### src/rtl/sync_fifo_param.sv
// sync_fifo_param: parametrised single-clock FIFO with threshold flags, sticky
// overflow/underflow flags and an optional first-word-fall-through read port.
module sync_fifo_param #(
  parameter int WIDTH     = 8,
  parameter int DEPTH     = 8,
  parameter int AF_THRESH = DEPTH - 2,
  parameter int AE_THRESH = 1,
  parameter int FWFT      = 0
) (
  input  logic                     clk,
  input  logic                     rst,
  input  logic                     fifo_write,
  input  logic                     fifo_read,
  input  logic [WIDTH-1:0]         fifo_data_in,
  input  logic                     err_clr,
  output logic [WIDTH-1:0]         fifo_data_out,
  output logic                     fifo_full,
  output logic                     fifo_empty,
  output logic                     fifo_almost_full,
  output logic                     fifo_almost_empty,
  output logic [$clog2(DEPTH):0]   fifo_count,
  output logic                     fifo_overflow,
  output logic                     fifo_underflow
);

  localparam int AW = $clog2(DEPTH);
  localparam int CW = AW + 1;

  logic [WIDTH-1:0] mem [DEPTH];

  logic [AW-1:0] rd_ptr_q, rd_ptr_d;
  logic [AW-1:0] wr_ptr_q, wr_ptr_d;
  logic [CW-1:0] cnt_q, cnt_d;
  logic          ovf_q, ovf_d;
  logic          unf_q, unf_d;
  logic          rd_acc, wr_acc;

  // Plain names kept visible for hierarchical assertion checkers.
  logic [AW-1:0] rd_ptr;
  logic [AW-1:0] wr_ptr;
  logic [CW-1:0] cnt;

  assign rd_ptr = rd_ptr_q;
  assign wr_ptr = wr_ptr_q;
  assign cnt    = cnt_q;

  assign fifo_full         = (cnt == CW'(DEPTH));
  assign fifo_empty        = (cnt == {CW{1'b0}});
  assign fifo_almost_full  = (cnt >= CW'(AF_THRESH));
  assign fifo_almost_empty = (cnt <= CW'(AE_THRESH));
  assign fifo_count        = cnt;
  assign fifo_overflow     = ovf_q;
  assign fifo_underflow    = unf_q;

  // Acceptance, pointer, occupancy and sticky error next-state logic.
  always_comb begin
    rd_acc = fifo_read & ~fifo_empty;
    wr_acc = fifo_write & (~fifo_full | rd_acc);

    if (rd_acc) begin
      rd_ptr_d = rd_ptr_q + AW'(1);
    end else begin
      rd_ptr_d = rd_ptr_q;
    end

    if (wr_acc) begin
      wr_ptr_d = wr_ptr_q + AW'(1);
    end else begin
      wr_ptr_d = wr_ptr_q;
    end

    case ({wr_acc, rd_acc})
      2'b10:   cnt_d = cnt_q + CW'(1);
      2'b01:   cnt_d = cnt_q - CW'(1);
      default: cnt_d = cnt_q;
    endcase

    // A fresh error in the same cycle as err_clr keeps the flag set.
    if (fifo_write & fifo_full & ~rd_acc) begin
      ovf_d = 1'b1;
    end else if (err_clr) begin
      ovf_d = 1'b0;
    end else begin
      ovf_d = ovf_q;
    end

    if (fifo_read & fifo_empty) begin
      unf_d = 1'b1;
    end else if (err_clr) begin
      unf_d = 1'b0;
    end else begin
      unf_d = unf_q;
    end
  end

  // Control state registers with synchronous reset.
  always_ff @(posedge clk) begin
    if (rst) begin
      rd_ptr_q <= {AW{1'b0}};
      wr_ptr_q <= {AW{1'b0}};
      cnt_q    <= {CW{1'b0}};
      ovf_q    <= 1'b0;
      unf_q    <= 1'b0;
    end else begin
      rd_ptr_q <= rd_ptr_d;
      wr_ptr_q <= wr_ptr_d;
      cnt_q    <= cnt_d;
      ovf_q    <= ovf_d;
      unf_q    <= unf_d;
    end
  end

  // Storage array, intentionally not reset.
  always_ff @(posedge clk) begin
    if (wr_acc && !rst) begin
      mem[wr_ptr] <= fifo_data_in;
    end
  end

  generate
    if (FWFT != 0) begin : g_fwft
      assign fifo_data_out = mem[rd_ptr];
    end else begin : g_reg
      logic [WIDTH-1:0] data_q, data_d;

      // Registered read port: capture the head word on an accepted read.
      always_comb begin
        if (rd_acc) begin
          data_d = mem[rd_ptr];
        end else begin
          data_d = data_q;
        end
      end

      // Read data register.
      always_ff @(posedge clk) begin
        if (rst) begin
          data_q <= {WIDTH{1'b0}};
        end else begin
          data_q <= data_d;
        end
      end

      assign fifo_data_out = data_q;
    end
  endgenerate

endmodule

### config.mk
export PLATFORM = sky130hd
export DESIGN_NAME = sync_fifo_param
export DESIGN_NICKNAME = d
export VERILOG_FILES = /design/src/rtl/sync_fifo_param.sv
export SDC_FILE = /design/constraint.sdc
export NUM_CORES = 1
export LEC_CHECK = 0
export ABC_CLOCK_PERIOD_IN_PS = 4630
export BUFFER_PORTS_ARGS = -buffer_cell sky130_fd_sc_hd__buf_4
export CORE_UTILIZATION = 60
export DETAILED_ROUTE_END_ITERATION = 16
export HOLD_SLACK_MARGIN = 0.05
export PLACE_DENSITY = 0.91
export SKIP_LAST_GASP = 1
export SLEW_MARGIN = 30
export SYNTH_ARGS = -nofsm -noshare
export SYNTH_HDL_FRONTEND = slang
export SYNTH_SLANG_ARGS = --single-unit
### constraint.sdc
create_clock -name clk -period 4.63 [get_ports clk]
set_input_delay 0.463 -clock clk [delete_from_list [all_inputs] [get_ports clk]]
set_output_delay 0.463 -clock clk [all_outputs]
set_load 0.005 [all_outputs]
==> impl_metrics.tcl <==
set metrics [dict create \
    outcome "complete, no violations" \
    met2_usage_pct 37.5 \
    worstSetupPathType "register to register" \
    fmax_ghz 0.418 \
    critPathTopFamily "simple AND/OR/NAND/NOR gates" \
    areaGrowthSynthToFinish_pct 13.8 \
    synth_cell_type_count 36 \
    place_inst 334 \
    grt_util_met1_pct 31.5 \
    worst-path-buf-inv 1 \
    max-vdd-ir-drop_uv 288 \
    hold_start "fifo_data_in[7]" \
    n_antenna_cell 0 \
    postLayoutCoreUtil_pct 71.5 \
    ys_ff_latch 84 \
    start_util_pct 62.8 \
    synth_nets 264 \
    via_per_inst 6.04 \
    max-slew-margin-rel_pct 45.5 \
    antenna_left 0 \
    path_cells "inv_1 -> ha_1 -> nand3b_1 -> o21a_1 -> nand2_1 -> nor2_1" \
    vias 2109 \
    cts_setup_buffers 0 \
    gr-usage-met3_pct 4.77 \
    drtPass1Iterations 4 \
    antenna_found_initial 0 \
    dieWidth_um 78.2 \
    cts_made_buffers 9 \
    syn_area_sq_um 3480 \
    worstMarginPinSlew_ns 0.815 \
    setup_viol 0 \
    rsz0062_at_grt "false" \
    max-cap-violations 0 \
    max_stage_delay_ns 0.62 \
    p_leak_nw 1.39 \
    cts_hold_buf 0 \
    dpl-instance-area_sq_um 3730 \
    cts-root-buf "clkbuf_8" \
    arrival_ns 2.36 \
    ff_latch_area_sq_um 2330 \
    final_hold_viol_count 0 \
    die-area_sq_um 6110 \
    nFillCells 365 \
    final_cell_count_no_fill 349 \
    layout-drive-gt1-share_pct 18.4 \
    timing.setup.tns_ns 0 \
    drt_wl_total_um 6840 \
    hold_path_class "input pin to register" \
    p_per_area_nw_per_um2 487 \
    grt_pass1_wl_um 10800 \
    die_y_um 78.2 \
    finalPower_mw 1.93 \
    cts.clk_slew.worst_paths_ns 0.08 \
    crit_path_start "fifo_count[0]" \
    avgRoutedWirePerCell_um 19.6 \
    grt_pass1_vias 2122 \
    io_buffers 30 \
    ctsResizeCount 0 \
    dp_hpwl_um 4550 \
    finalCritPeriodShare_pct 51.7 \
    period_needed_ns 2.39 \
    core_area_sq_um 5540 \
    mostFrequentLayoutCell "edfxtp_1" \
    clock_sinks 84 \
    final_cell_mix "edfxtp_1 (64), mux2i_1 (36), buf_4 (30)" \
    drc 0 \
    cp_slowest_cell "nor2_1" \
    htreeDepth 3 \
    cts_tree "yes" \
    grt_start_max_net_pins 35 \
    gp_congestion 0.873 \
    fin_area_sq_um 3960 \
    layout.nets 292 \
    synth.avg_cell_area_sq_um 14.2 \
    clk_latency_ns 0.34 \
    reg2reg_from "fifo_count[0]" \
    rows 27 \
    overflow 0 \
    initialDrtViolationCount 164 \
    multi_input_area_sq_um 1100 \
    skew_ns 0.00770 \
    yosysSeqAreaShare_pct 66.7 \
    required_ns 4.60 \
    top_usage_layer "met2" \
    maxSlewViolCount 0 \
    path_max_fanout 8 \
    ios 31 \
    cp-end-kind "register" \
    cts_max_path_buffers 2 \
    track_usage_pct 24.6 \
    synth.yosys.warnings 0 \
    netlist_instances 245 \
    start_kind "register" \
]
-- per-layer routing --
metal | vias up | part of all wire, %
met5 | - | 0
met4 | 0 | 4.0
met1 | 1039 | 43
li1 | 987 | -
met2 | 65 | 48
met3 | 18 | 4.6
-- metrics by stage --
| step | worst slack, ns | hold WS, ns |
|---|---|---|
| 4_1_cts | 1.97 | 0.358 |
| 2_1_floorplan | 2.38 | 0.466 |
| 5_1_grt | 2.02 | 0.357 |
| 6_report | 2.24 | 0.375 |
| 3_3_place_gp | 2.14 | 0.451 |
| 3_5_place_dp | 2.00 | 0.458 |
-- worst reg2reg max path, delay by kind of cell (launching register included) --
family | cells | cell delay [ns]
compound gates | 1 | 0.22
flops | 1 | 0.45
fa+ha+maj | 1 | 0.31
simple gates | 3 | 0.95
buf+inv | 1 | 0.10
-- worst paths after layout --
check                     endpoint  slack (ns)  cells after the start
hold / removal           mem[3][7]        0.37                      1
setup reg to reg         mem[3][1]        2.24                      6
setup / recovery         mem[3][1]        2.24                      6
hold reg to reg   fifo_data_out[5]        0.48                      1
-- registers in the layout, summed over array words and instances (netlist names) --
register / flops
mem: 64
fifo_data_out: 8
wr_ptr: 3
rd_ptr: 3
fifo_count: 4
fifo_underflow: 1
fifo_overflow: 1
-- logic make-up after synthesis --
kind of cell	count (synthesis)	share of synthesized area [%]
muxes	37	10.7
AOI/OAI and AO/OA	42	8.84
and+or+nand+nor	56	8.59
xor gates and xnor gates	3	0.755
buffers and inverters	17	2.26
DFF	84	66.7
adders and majority gates	6	2.16
-- final cells by class --
type,count,share of cell area [%]
clock buffers,10,3.22
clock inverters,5,1.93
inverters,4,0.379
multi-input cells,144,27.8
flip-flops and latches,84,58.7
well taps,72,2.27
repair buffers,30,5.69
-- synth_stat cells, drive strengths merged --
cell,instances,area [sq um]
or3,1,6.26
nor3b,1,7.51
nand2b,8,57.6
o21ai,6,33.8
o211ai,1,7.51
nor2b,7,43.8
nor2,16,60.1
a22oi,17,128
o22ai,1,6.26
clkbuf,2,7.51
nand3b,3,22.5
nand3,1,5.00
a211oi,1,7.51
a32o,8,80.1
xor2,3,26.3
dfxtp,20,400
edfxtp,64,1920
buf,11,56.3
mux2i,36,360
nand2,7,26.3
mux2,1,11.3
nand4,1,6.26
and2,1,6.26
nor3,7,35.0
ha,6,75.1
or2,2,12.5
a21oi,5,25.0
nor4bb,1,10.0
a31oi,2,12.5
o21a,1,7.51
inv,4,15.0
-- power by group --
| group | switching, mW | internal [mW] |
|---|---|---|
| Combinational | 0.194 | 0.230 |
| Clock | 0.237 | 0.299 |
| Sequential | 0.106 | 0.860 |
| Total | 0.537 | 1.39 |
Power figures use the tool's default switching activity.
